===== src/rtl/rr_timeout_arbiter.sv =====
// Round-robin output-port arbiter with per-port grant timeouts loaded from header length fields.
// Emits a registered one-hot grant, its binary index and per-port timeout-expiry pulses.
module rr_timeout_arbiter #(
  parameter int NPORTS    = 5,
  parameter int LEN_W     = 12,
  parameter int FID_W     = 3,
  parameter int HEADER_ID = 1
) (
  input  logic                          clk,
  input  logic                          rst,
  input  logic [NPORTS-1:0]             req,
  input  logic [NPORTS*FID_W-1:0]       flit_id,
  input  logic [NPORTS*LEN_W-1:0]       length,
  output logic [NPORTS-1:0]             grant,
  output logic                          grant_valid,
  output logic [$clog2(NPORTS)-1:0]     grant_idx,
  output logic [NPORTS-1:0]             timeout_evt
);

  localparam int IDX_W = $clog2(NPORTS);

  logic [LEN_W-1:0]  limit_q [NPORTS];
  logic [LEN_W-1:0]  limit_d [NPORTS];
  logic [LEN_W-1:0]  count_q [NPORTS];
  logic [LEN_W-1:0]  count_d [NPORTS];
  logic [IDX_W-1:0]  ptr_q, ptr_d;
  logic [IDX_W-1:0]  grant_idx_q, grant_idx_d;
  logic [NPORTS-1:0] grant_q, grant_d;
  logic [NPORTS-1:0] timeout_evt_q, timeout_evt_d;
  logic              grant_valid_q, grant_valid_d;
  logic [IDX_W-1:0]  cur_s, next_s, base_s;
  logic              search_en_s, found_s;
  int                span_s;

  // Next-state: header capture, retain/release decision and rotating search.
  always_comb begin
    for (int i = 0; i < NPORTS; i++) begin
      if (flit_id[i*FID_W +: FID_W] == FID_W'(HEADER_ID)) begin
        limit_d[i] = length[i*LEN_W +: LEN_W];
      end else begin
        limit_d[i] = limit_q[i];
      end
      count_d[i] = '0;
    end
    grant_d       = '0;
    grant_idx_d   = '0;
    grant_valid_d = 1'b0;
    timeout_evt_d = '0;
    ptr_d         = ptr_q;
    cur_s         = grant_idx_q;
    next_s        = (int'(grant_idx_q) == NPORTS - 1) ? '0 : grant_idx_q + IDX_W'(1);
    base_s        = ptr_q;
    span_s        = NPORTS;
    search_en_s   = 1'b1;
    found_s       = 1'b0;

    if (grant_valid_q) begin
      // Decision uses the registered limit; a header arriving now only affects later cycles.
      if (req[cur_s] && (count_q[cur_s] < limit_q[cur_s])) begin
        grant_d        = grant_q;
        grant_idx_d    = cur_s;
        grant_valid_d  = 1'b1;
        count_d[cur_s] = count_q[cur_s] + LEN_W'(1);
        search_en_s    = 1'b0;
      end else begin
        ptr_d                = next_s;
        base_s               = next_s;
        span_s               = NPORTS - 1;
        timeout_evt_d[cur_s] = req[cur_s];
      end
    end else begin
      base_s = ptr_q;
      span_s = NPORTS;
    end

    if (search_en_s) begin
      for (int k = 0; k < NPORTS; k++) begin
        if (!found_s && (k < span_s) && req[(int'(base_s) + k) % NPORTS]) begin
          found_s                                = 1'b1;
          grant_d[(int'(base_s) + k) % NPORTS]   = 1'b1;
          grant_idx_d                            = IDX_W'((int'(base_s) + k) % NPORTS);
          grant_valid_d                          = 1'b1;
        end else begin
          found_s = found_s;
        end
      end
    end else begin
      found_s = 1'b0;
    end
  end

  // State registers with asynchronous active-low reset.
  always_ff @(posedge clk or negedge rst) begin
    if (!rst) begin
      for (int i = 0; i < NPORTS; i++) begin
        limit_q[i] <= '0;
        count_q[i] <= '0;
      end
      ptr_q         <= '0;
      grant_q       <= '0;
      grant_idx_q   <= '0;
      grant_valid_q <= 1'b0;
      timeout_evt_q <= '0;
    end else begin
      for (int i = 0; i < NPORTS; i++) begin
        limit_q[i] <= limit_d[i];
        count_q[i] <= count_d[i];
      end
      ptr_q         <= ptr_d;
      grant_q       <= grant_d;
      grant_idx_q   <= grant_idx_d;
      grant_valid_q <= grant_valid_d;
      timeout_evt_q <= timeout_evt_d;
    end
  end

  assign grant       = grant_q;
  assign grant_valid = grant_valid_q;
  assign grant_idx   = grant_idx_q;
  assign timeout_evt = timeout_evt_q;

endmodule

===== config.mk =====
export PLATFORM = sky130hd
export DESIGN_NAME = rr_timeout_arbiter
export DESIGN_NICKNAME = d
export VERILOG_FILES = /design/src/rtl/rr_timeout_arbiter.sv
export SDC_FILE = /design/constraint.sdc
export NUM_CORES = 1
export LEC_CHECK = 0
export CAP_MARGIN = 20
export CORE_UTILIZATION = 55
export DETAILED_ROUTE_END_ITERATION = 8
export DONT_BUFFER_PORTS = 1
export PLACE_DENSITY = 0.7
export SLEW_MARGIN = 20
export SYNTH_ARGS = -nofsm -noshare
export SYNTH_HDL_FRONTEND = slang
export SYNTH_SLANG_ARGS = --single-unit

===== constraint.sdc =====
create_clock -name clk -period 12.4 [get_ports clk]
set_input_delay 0.62 -clock clk [delete_from_list [all_inputs] [get_ports clk]]
set_output_delay 0.62 -clock clk [all_outputs]
set_load 0.05 [all_outputs]

==> results.py <==
metrics = {
    "outcome": {
        "status": "complete, no violations",
    },
    "cts": {
        "postCtsSetupBuffers": 0,
        "cts_tree": "done",
        "clk_latency_ns": 0.42,
        "cts_made_buffers": 17,
        "cts.sinks": 137,
        "cts_resized": 0,
        "clockRootBuffer": "clkbuf_16",
        "cts_buffer_depth": 2,
        "ctsHoldBuffers": 1,
        "cts_max_level": 4,
        "path_clk_slew_ns": 0.06,
    },
    "worst_setup_path": {
        "crit_fanout": 26,
        "critPathCaptureType": "flip-flop",
        "critPathKind": "reg -> reg",
        "critical_path.slowest_cell": "dfrtp_1",
        "worstRegToRegCells": 32,
        "cpMostUsedCell": "inv_1",
        "cp.required_ns": 12.74,
        "cpPeakStageDelay_ns": 1.04,
        "crit_arrival_ns": 10.38,
        "critPathLaunchType": "flip-flop",
    },
    "placed_design": {
        "routabilityCongestion": 0.946,
        "portBuffers": 0,
        "pre_cts_slack_ns": 2.56,
        "place_hpwl_mm": 16.7,
    },
    "synthesis": {
        "ys_seq_area_share_pct": 40.3,
        "yosys-top-cells-area": "dfrtp_1, mux2_2, ha_1",
        "synth_nets": 933,
        "ys.flop_type": "dfrtp_1",
        "synth_edf_count": 0,
        "avgSynthCellArea_um2": 10.5,
        "yosysTopAreaCell": "dfrtp_1",
        "synth-seq-cells": 137,
        "ys_warn_count": 0,
        "async_flop_share_pct": 100,
        "synthCells": 807,
        "synth_top_area_share_pct": 40.3,
        "syn_area_um2": 8500,
        "synthDistinctLibCells": 90,
    },
    "timing": {
        "fin_crit_sh_pct": 81.0,
        "fin_skew_ns": 0.00912,
        "final_max_slew_viol_count": 0,
        "timing.hold.ws_ns": 0.171,
        "setup_ws_ns": 2.36,
        "finalSetupTns_ns": 0,
        "hold_viol_final": 0,
        "rsz0062_at_grt": "no",
        "relSlewSlack_pct": 28.1,
        "worstMarginPinSlew_ns": 1.07,
        "min_period_ns": 10.04,
        "max_freq_mhz": 99.6,
        "finalSetupViolations": 0,
    },
    "drt": {
        "first_iter_violations": 424,
        "wl_per_cell_um": 23.2,
        "wl_mm": 23.1,
        "remaining_drc_errors": 0,
        "ant_nets": 0,
        "firstDrtPassIters": 4,
        "num_vias": 6527,
        "vias_per_cell": 6.55,
    },
    "layout": {
        "drive_gt1_share_pct": 20.6,
        "area_delta_synth_final_pct": 9.39,
        "fin_nets": 920,
    },
    "global_route": {
        "busiest_layer": "met2",
        "grt_pass1_vias": 6912,
        "antenna_found_initial": 3,
        "met3_usage_pct": 6.20,
        "overflow": 0,
        "grt_pass1_wl_mm": 37.0,
        "use_met1_pct": 35.6,
        "grt_max_degree": 138,
        "met2_usage_pct": 53.4,
        "grt.total_usage_pct": 30.8,
    },
    "floorplanning": {
        "die_area_um2": 16000,
        "die_h_um": 126,
        "core_area_um2": 15100,
        "rows": 45,
        "die_width_um": 126,
        "start_util_pct": 56.1,
        "io_pins": 96,
    },
    "flow_run": {
        "max_cap_violations": 0,
    },
    "min_path": {
        "hold_class": "in -> async",
    },
}
## through the flow
| stage | cell area [um2] | util, % | std cells |
|---|---|---|---|
| 2_1_floorplan | 8500 | - | 807 |
| 5_1_grt | 9290 | 61.4 | 996 |
| 3_3_place_gp | 8620 | 56.9 | 962 |
| 4_1_cts | 9280 | 61.3 | 995 |
| 6_report | 9300 | 61.4 | 997 |
| 3_5_place_dp | 8620 | 56.9 | 962 |
## cell families (layout without fill, tap and decap cells)
family                     after synthesis  count (layout)  share of synthesized area, %
and+or+nand+nor                        245             245                          14.6
AOI/OAI and AO/OA                      183             183                          16.1
DFF                                    137             137                          40.3
muxes                                  104             104                          16.5
buffers and inverters                   74              74                          3.77
adders and majority gates               44              44                          6.57
xor gates and xnor gates                20              20                          2.06
other                                    0               2                             0
## synthesized netlist by cell type, drive strengths merged, types with 3 or more instances
cell type and count:
and2 8, nand3 22, o221ai 7, a21oi 31, clkbuf 26, xnor2 12
o211a 5, or2 4, nand4 10, a22oi 15, a31oi 12, inv 34
mux4 22, o21ai 31, nor2 89, o21a 4, a211oi 10, buf 13
nand2b 5, ha 43, nor2b 7, nand2 49, dfrtp 137, a21o 6
mux2 64, and3 5, mux2i 18, xor2 8, nand3b 4, o221a 4
nor3b 8, o22ai 4, a22o 12, a211o 4, nor3 16, or3 8
o31ai 3, o211ai 14
## sequential cells by signal (all words and copies together), names as in the netlist
name and count:
grant_valid 1, limit_q 60, timeout_evt 5, grant 5
grant_idx 3, ptr_q 3, count_q 60
## routing by layer
layer	share of wire, %	routed length [um]	vias up
li1	-	-	2971
met5	0.056	13	-
met2	51	11900	229
met1	39	9040	3262
met3	4.6	1050	63
met4	4.8	1110	2
## worst max-delay path, delay by kind of cell, from the launching register on
family	cells	cell delay (ns)
flops	1	1.04
mux	3	1.09
compound gates	8	2.22
buf+inv	6	1.47
xor+xnor	1	0.11
fa+ha+maj	3	1.00
simple gates	11	2.99
## layout make-up
cell class                      count  area [um2]
Timing Repair Buffer                7        72.6
Clock buffer                       17         425
Multi-Input combinational cell    596        4780
Antenna cell                        2        5.00
Inverter                           35         136
Tap cell                          188         235
Clock inverter                     15         210
Fill cell                        1213        5850
Sequential cell                   137        3430
## final timing paths
kind / slack [ns] / from / end
setup / recovery: 2.36 / grant_idx[2]$_DFF_PN0_ / grant[3]$_DFF_PN0_
hold / removal: 0.17 / rst / count_q[21]$_DFF_PN0_
setup reg to reg: 2.36 / grant_idx[2]$_DFF_PN0_ / grant[3]$_DFF_PN0_
hold reg to reg: 0.50 / limit_q[25]$_DFFE_PN0N_ / limit_q[25]$_DFFE_PN0N_
max in group asynchronous: 11.70 / rst / grant_idx[1]$_DFF_PN0_
min in group clk: 0.34 / length[38] / limit_q[14]$_DFFE_PN0N_
## placed cells by master, fill, tap and decap left out, drive strengths merged, types with 16 or more instances in the layout
cell      n
ha       43
o21ai    31
nand2    49
a21oi    31
mux2     64
nor2     89
mux2i    18
inv      41
mux4     22
nor3     16
clkbuf   17
nand3    22
dfrtp   137
Power is left out: the tool's default activity adds up to more than one toggle a clock period on the data nets, which glitch-free logic cannot reach.
